[src/rtl/mdu_iterative.sv]
// Iterative RV32M multiply/divide unit: one bit per cycle, shift-add multiply,
// restoring divide, sign fix-up in a single trailing cycle.
module mdu_iterative #(
  parameter int N = 32
) (
  input  logic         clk,
  input  logic         rst,
  input  logic         start,
  input  logic [2:0]   funct3,
  input  logic [N-1:0] rs1,
  input  logic [N-1:0] rs2,
  input  logic         flush,
  output logic         busy,
  output logic         done,
  output logic [N-1:0] result
);
  localparam int CW = $clog2(N);

  typedef enum logic [1:0] {S_IDLE, S_CALC, S_FIX, S_DONE} state_t;

  state_t         r_state;
  logic [CW-1:0]  r_cnt;
  logic [2:0]     r_f3;
  logic [N-1:0]   r_op;     // multiplicand (mul) or divisor (div) magnitude
  logic [2*N-1:0] r_prod;   // mul: {acc, multiplier}; div: {rem, quot}
  logic           r_neg_q;  // negate product / quotient
  logic           r_neg_r;  // negate remainder (dividend was negative)

  logic           w_a_sgn, w_b_sgn, w_a_neg, w_b_neg;
  logic [N-1:0]   w_a_mag, w_b_mag;
  logic           w_div0, w_ovf, w_spec;
  logic [N-1:0]   w_spec_val;
  logic [N:0]     w_mul_sum, w_shrem, w_diff;
  logic [2*N-1:0] w_prod_nxt, w_prod_neg;
  logic [N-1:0]   w_quot, w_rem, w_fix_res;

  // Operand signedness decode; every funct3 encoding is covered.
  always_comb begin
    w_a_sgn = 1'b0;
    w_b_sgn = 1'b0;
    case (funct3)
      3'b000, 3'b001, 3'b100, 3'b110: begin w_a_sgn = 1'b1; w_b_sgn = 1'b1; end
      3'b010:                         begin w_a_sgn = 1'b1; w_b_sgn = 1'b0; end
      default:                        begin w_a_sgn = 1'b0; w_b_sgn = 1'b0; end
    endcase
  end

  assign w_a_neg = w_a_sgn & rs1[N-1];
  assign w_b_neg = w_b_sgn & rs2[N-1];
  assign w_a_mag = w_a_neg ? -rs1 : rs1;
  assign w_b_mag = w_b_neg ? -rs2 : rs2;

  // Divide corner cases resolved at accept time without iterating.
  assign w_div0     = funct3[2] && (rs2 == '0);
  assign w_ovf      = funct3[2] && !funct3[0] && (rs1 == {1'b1, {(N-1){1'b0}}}) && (rs2 == '1);
  assign w_spec     = w_div0 | w_ovf;
  assign w_spec_val = funct3[1] ? (w_div0 ? rs1 : '0) : (w_div0 ? '1 : rs1);

  // One iteration step for both algorithms.
  assign w_mul_sum = {1'b0, r_prod[2*N-1:N]} + (r_prod[0] ? {1'b0, r_op} : '0);
  assign w_shrem   = {r_prod[2*N-1:N], r_prod[N-1]};
  assign w_diff    = w_shrem - {1'b0, r_op};

  always_comb begin
    w_prod_nxt = r_prod;
    if (!r_f3[2])
      w_prod_nxt = {w_mul_sum, r_prod[N-1:1]};
    else if (w_diff[N])
      w_prod_nxt = {w_shrem[N-1:0], r_prod[N-2:0], 1'b0};
    else
      w_prod_nxt = {w_diff[N-1:0], r_prod[N-2:0], 1'b1};
  end

  // Sign fix-up and result selection.
  assign w_prod_neg = -r_prod;
  assign w_quot     = r_neg_q ? -r_prod[N-1:0]     : r_prod[N-1:0];
  assign w_rem      = r_neg_r ? -r_prod[2*N-1:N]   : r_prod[2*N-1:N];

  always_comb begin
    w_fix_res = '0;
    case (r_f3)
      3'b000:                 w_fix_res = r_neg_q ? w_prod_neg[N-1:0] : r_prod[N-1:0];
      3'b001, 3'b010, 3'b011: w_fix_res = r_neg_q ? w_prod_neg[2*N-1:N] : r_prod[2*N-1:N];
      3'b100, 3'b101:         w_fix_res = w_quot;
      default:                w_fix_res = w_rem;
    endcase
  end

  // Control FSM with registered busy/done/result.
  always_ff @(posedge clk or negedge rst) begin
    if (!rst) begin
      r_state <= S_IDLE;
      r_cnt   <= '0;
      r_f3    <= '0;
      r_op    <= '0;
      r_prod  <= '0;
      r_neg_q <= 1'b0;
      r_neg_r <= 1'b0;
      busy    <= 1'b0;
      done    <= 1'b0;
      result  <= '0;
    end else if (flush) begin
      // Abort wins over any start in the same cycle; result is kept.
      r_state <= S_IDLE;
      busy    <= 1'b0;
      done    <= 1'b0;
    end else begin
      case (r_state)
        S_IDLE, S_DONE: begin
          done    <= 1'b0;
          r_state <= S_IDLE;
          if (start) begin
            r_f3    <= funct3;
            r_cnt   <= '0;
            r_neg_q <= w_a_neg ^ w_b_neg;
            r_neg_r <= w_a_neg;
            r_op    <= funct3[2] ? w_b_mag : w_a_mag;
            r_prod  <= {{N{1'b0}}, (funct3[2] ? w_a_mag : w_b_mag)};
            if (w_spec) begin
              result  <= w_spec_val;
              done    <= 1'b1;
              r_state <= S_DONE;
            end else begin
              busy    <= 1'b1;
              r_state <= S_CALC;
            end
          end
        end
        S_CALC: begin
          r_prod <= w_prod_nxt;
          r_cnt  <= r_cnt + 1'b1;
          if (r_cnt == CW'(N-1))
            r_state <= S_FIX;
        end
        S_FIX: begin
          result  <= w_fix_res;
          busy    <= 1'b0;
          done    <= 1'b1;
          r_state <= S_DONE;
        end
        default: r_state <= S_IDLE;
      endcase
    end
  end

endmodule
[config.mk]
export PLATFORM = sky130hd
export DESIGN_NAME = mdu_iterative
export DESIGN_NICKNAME = d
export VERILOG_FILES = /design/src/rtl/mdu_iterative.sv
export SDC_FILE = /design/constraint.sdc
export NUM_CORES = 1
export LEC_CHECK = 0
export ABC_AREA = 1
export BUFFER_PORTS_ARGS = -buffer_cell sky130_fd_sc_hd__buf_2
export CAP_MARGIN = 5
export CORE_ASPECT_RATIO = 2
export CORE_MARGIN = 2
export CORE_UTILIZATION = 40
export CTS_BUF_LIST = sky130_fd_sc_hd__clkbuf_4 sky130_fd_sc_hd__clkbuf_8
export CTS_CLUSTER_DIAMETER = 30
export DETAILED_ROUTE_END_ITERATION = 7
export GPL_TIMING_DRIVEN = 1
export SYNTH_ARGS = -nofsm -noshare
export SYNTH_HDL_FRONTEND = slang
export SYNTH_SLANG_ARGS = --single-unit
export TNS_END_PERCENT = 50
[constraint.sdc]
create_clock -name clk -period 3.55 [get_ports clk]
set_clock_uncertainty 0.1 [all_clocks]
set_input_delay 0.71 -clock clk [delete_from_list [all_inputs] [get_ports clk]]
set_output_delay 0.71 -clock clk [all_outputs]
set_load 0.05 [all_outputs]
==> impl_metrics.py <==
metrics = {
    "setup_path": {
        "crit_path_top_delay_cell": "sky130_fd_sc_hd__dfrtp_1",
        "critical_path.reg2reg.startpoint": "r_prod[31]",
        "path_common_cell": "sky130_fd_sc_hd__nand2_2",
        "critPathLaunchType": "flip-flop",
        "r2r_slack_ns": 0.26,
        "crit_required_ns": 3.90,
        "max_stage_delay_ns": 0.47,
        "crit_fanout": 32,
        "cp_cell_sequence": "inv_1 -> ha_1 -> fa_1 -> inv_1 -> nand3_1 -> nand2_2 -> nand2_1 -> nand2_2 -> nand2_2 -> nand2_2 -> nand2_2 -> nand2_2 -> nand2_4 -> nand2_4 -> nand2_1 -> nand3_1 -> nand2_1 -> nand2_1",
        "timing.critical_path.arrival_ns": 3.64,
        "r2r.worst_path.cells": 18,
        "worst-setup-path-type": "reg -> reg",
        "setup.worst_path.start": "r_prod[31]",
        "r2r_end": "r_prod[49]",
        "cp-endpoint": "r_prod[49]",
        "endpoint_kind": "flip-flop",
    },
    "clock_network": {
        "worstSkewPairLatency_ns": 0.51,
        "cts_inserted_buffers": 17,
        "cts_resized": 0,
        "clock_transition_at_the_registers_of_the_reported_paths_ns": 0.10,
        "cts.htree.levels": 4,
        "tritoncts": "yes",
        "post_cts.repair.setup_buffers": 0,
        "clock_sinks": 142,
        "clock_tree_buf_depth": 2,
        "cts.hold.buffers_added": 0,
        "clock_tree.root_cell": "sky130_fd_sc_hd__clkbuf_8",
    },
    "grt": {
        "grt_pass1_wl_mm": 134,
        "grt_max_degree": 59,
        "grt_residual_overflow": 0,
        "via_count_of_the_first_global_routing_pass": 21700,
        "grt.total_usage": 0.352,
        "antenna_found_initial": 1,
    },
    "drt": {
        "postRouteWirelength_mm": 90.2,
        "post_drt_wl_per_cell_um": 21.0,
        "drc_viols": 0,
        "route.detailed.vias_per_inst": 5.54,
        "drt_pre_antenna_iters": 6,
        "postRouteAntennaNets": 0,
        "detail_route.iter0.violations": 2688,
        "route.vias.total": 23800,
    },
    "logic_synthesis": {
        "synthTopCellsByArea": "sky130_fd_sc_hd__nand2_1 (24%), sky130_fd_sc_hd__dfrtp_1 (18%), sky130_fd_sc_hd__nand3_1 (10%), sky130_fd_sc_hd__inv_1 (9.6%), sky130_fd_sc_hd__nor2_1 (7.6%)",
        "synth_edf_count": 0,
        "syn-num-nets": 3706,
        "synth-seq-area-share": 0.183,
        "synth-async-reset-ratio": 1.00,
        "netlist.top_cell.by_area": "sky130_fd_sc_hd__nand2_1",
        "synthCells": 3560,
        "post_synth.cell_area_avg_sq_um": 5.45,
        "synth_cell_types": 57,
        "synth_top_flop_cell": "sky130_fd_sc_hd__dfrtp_1",
        "yosysWarnings": 0,
        "ys_seq_elements": 142,
        "yosysTopAreaCellShare": 0.241,
        "syn-cell-area_sq_um": 19400,
    },
    "sta": {
        "final-max-slew-violation-count": 0,
        "fin_setup_tns_ns": 0,
        "post-route-period-util": 0.927,
        "hold_violations": 0,
        "tightest_slew_ns": 0.890,
        "timing.final.setup_violations": 0,
        "timing.fmax_mhz": 304,
        "unrepaired_setup_endpoints_after_global_routing": "false",
        "slew_headroom": 0.406,
        "holdWs_ns": 0.0759,
        "finalWorstPathRequiredPeriod_ns": 3.29,
    },
    "place": {
        "dp_cells": 4257,
        "gpl.final_weighted_congestion": 1.03,
        "place_hpwl_mm": 73.7,
        "portBuffers": 104,
    },
    "power": {
        "static-leakage-power_uw": 0.0116,
        "vdd_ir_drop_max_uv": 639,
        "cellPowerDensity_nw_per_um2": 1070,
        "total_power_uw": 22600,
    },
    "final_layout": {
        "final_core_utilization": 0.439,
        "final_layout_size_suffix_gt1_frac": 0.0866,
        "most_frequent_cells_in_the_layout": "sky130_fd_sc_hd__nand2_1 (1245), sky130_fd_sc_hd__inv_1 (498), sky130_fd_sc_hd__nand3_1 (403), sky130_fd_sc_hd__nor2_1 (392), sky130_fd_sc_hd__a21oi_1 (161)",
        "layout.nets": 3784,
        "layout_commonest_cell": "sky130_fd_sc_hd__nand2_1",
        "fill_cells": 5437,
        "syn_to_final_growth_pct": 8.81,
        "post_layout_nonfiller_instances": 4289,
        "n_antenna_cell": 0,
    },
    "floorplanning": {
        "fp.coreArea_sq_um": 48100,
        "die_w_um": 160,
        "floorplan.initialDensity": 0.404,
        "ios": 105,
        "row_count": 114,
        "die_area_sq_um": 50400,
        "fp.dieH_um": 316,
    },
    "worst_hold_path": {
        "hold_path.class": "in -> async",
    },
    "flow_run": {
        "drv_cap": 0,
    },
    "outcome": {
        "run_status": "finished clean",
    },
}
[worst min-delay path by stage]
stage | endpoint | startpoint | cells past startpoint
2_1_floorplan | busy | rst | 0
3_3_place_gp | result[27] | result[27] | 2
3_5_place_dp | result[27] | result[27] | 2
4_1_cts | r_prod[62] | rst | 1
5_1_grt | r_prod[63] | rst | 1
6_report | r_prod[63] | rst | 1
[report_power, final]
part	internal (uW)	total [uW]	leakage, uW	switching, uW
Clock	525	1340	0.000180	811
Combinational	5120	17700	0.00963	12600
Sequential	2370	3590	0.00178	1220
Total	8020	22600	0.0116	14600
[synth_stat cells, drive strengths merged (2+ instances only)]
master / count
nand2: 1257
inv: 527
nor2: 423
nand3: 412
a21oi: 180
o21ai: 148
dfrtp: 142
ha: 73
clkbuf: 61
buf: 56
o211ai: 52
xor2: 51
nand4: 37
nor3: 24
xnor2: 19
a22oi: 14
and2: 11
o21bai: 11
a31oi: 9
nand3b: 9
o221ai: 8
a21boi: 4
a21o: 4
and3: 4
or2: 4
o22ai: 3
a22o: 2
clkinv: 2
fa: 2
nor4: 2
[worst max-delay path: cells and delay by family, from the launching register on]
kind / cells / cell delay (ns)
and+or+nand+nor: 14 / 1.63
adders and majority gates: 2 / 0.68
DFF: 1 / 0.47
buffers and inverters: 2 / 0.35
[metrics by stage]
| stage | worst slack, ns | cell area, sq um |
|---|---|---|
| 2_1_floorplan | 0.988 | 19400 |
| 3_3_place_gp | 0.521 | 20700 |
| 3_5_place_dp | 0.420 | 20700 |
| 4_1_cts | 0.392 | 21100 |
| 5_1_grt | 0.173 | 21100 |
| 6_report | 0.258 | 21100 |
[state kept, by name (all words and copies together), names as in the netlist]
| signal | flops |
|---|---|
| busy | 1 |
| done | 1 |
| r_cnt | 5 |
| r_f3 | 3 |
| r_neg_q | 1 |
| r_neg_r | 1 |
| r_op | 32 |
| r_prod | 64 |
| r_state | 2 |
| result | 32 |
[routing by layer]
| metal | track usage | routed length (um) |
|---|---|---|
| met2 | 0.562 | 40400 |
| met1 | 0.433 | 34900 |
| met3 | 0.0487 | 7080 |
| met4 | 0.257 | 7760 |
| met5 | 0 | 0 |
[cells by family (layout without fill, tap and decap cells)]
logic type | count (synthesis) | in the layout | share of synthesized area
AO/OA/AOI/OAI | 443 | 443 | 0.133
XOR/XNOR | 70 | 70 | 0.0316
adder cells (fa/ha/maj) | 75 | 75 | 0.0491
buffers and inverters | 646 | 737 | 0.131
flip-flops | 142 | 142 | 0.183
multiplexers | 1 | 1 | 0.000516
AND/OR/NAND/NOR | 2183 | 2183 | 0.472
[final cells by class]
| type | instances | area (sq um) | share of cell area |
|---|---|---|---|
| Clock buffer | 18 | 248 | 0.0117 |
| Clock inverter | 14 | 121 | 0.00575 |
| Tap cell | 638 | 798 | 0.0378 |
| Multi-Input combinational cell | 2772 | 13300 | 0.631 |
| Timing Repair Buffer | 176 | 1080 | 0.0511 |
| Sequential cell | 142 | 3560 | 0.168 |
| Inverter | 529 | 1990 | 0.0940 |
(Power assumes the default switching activity.)
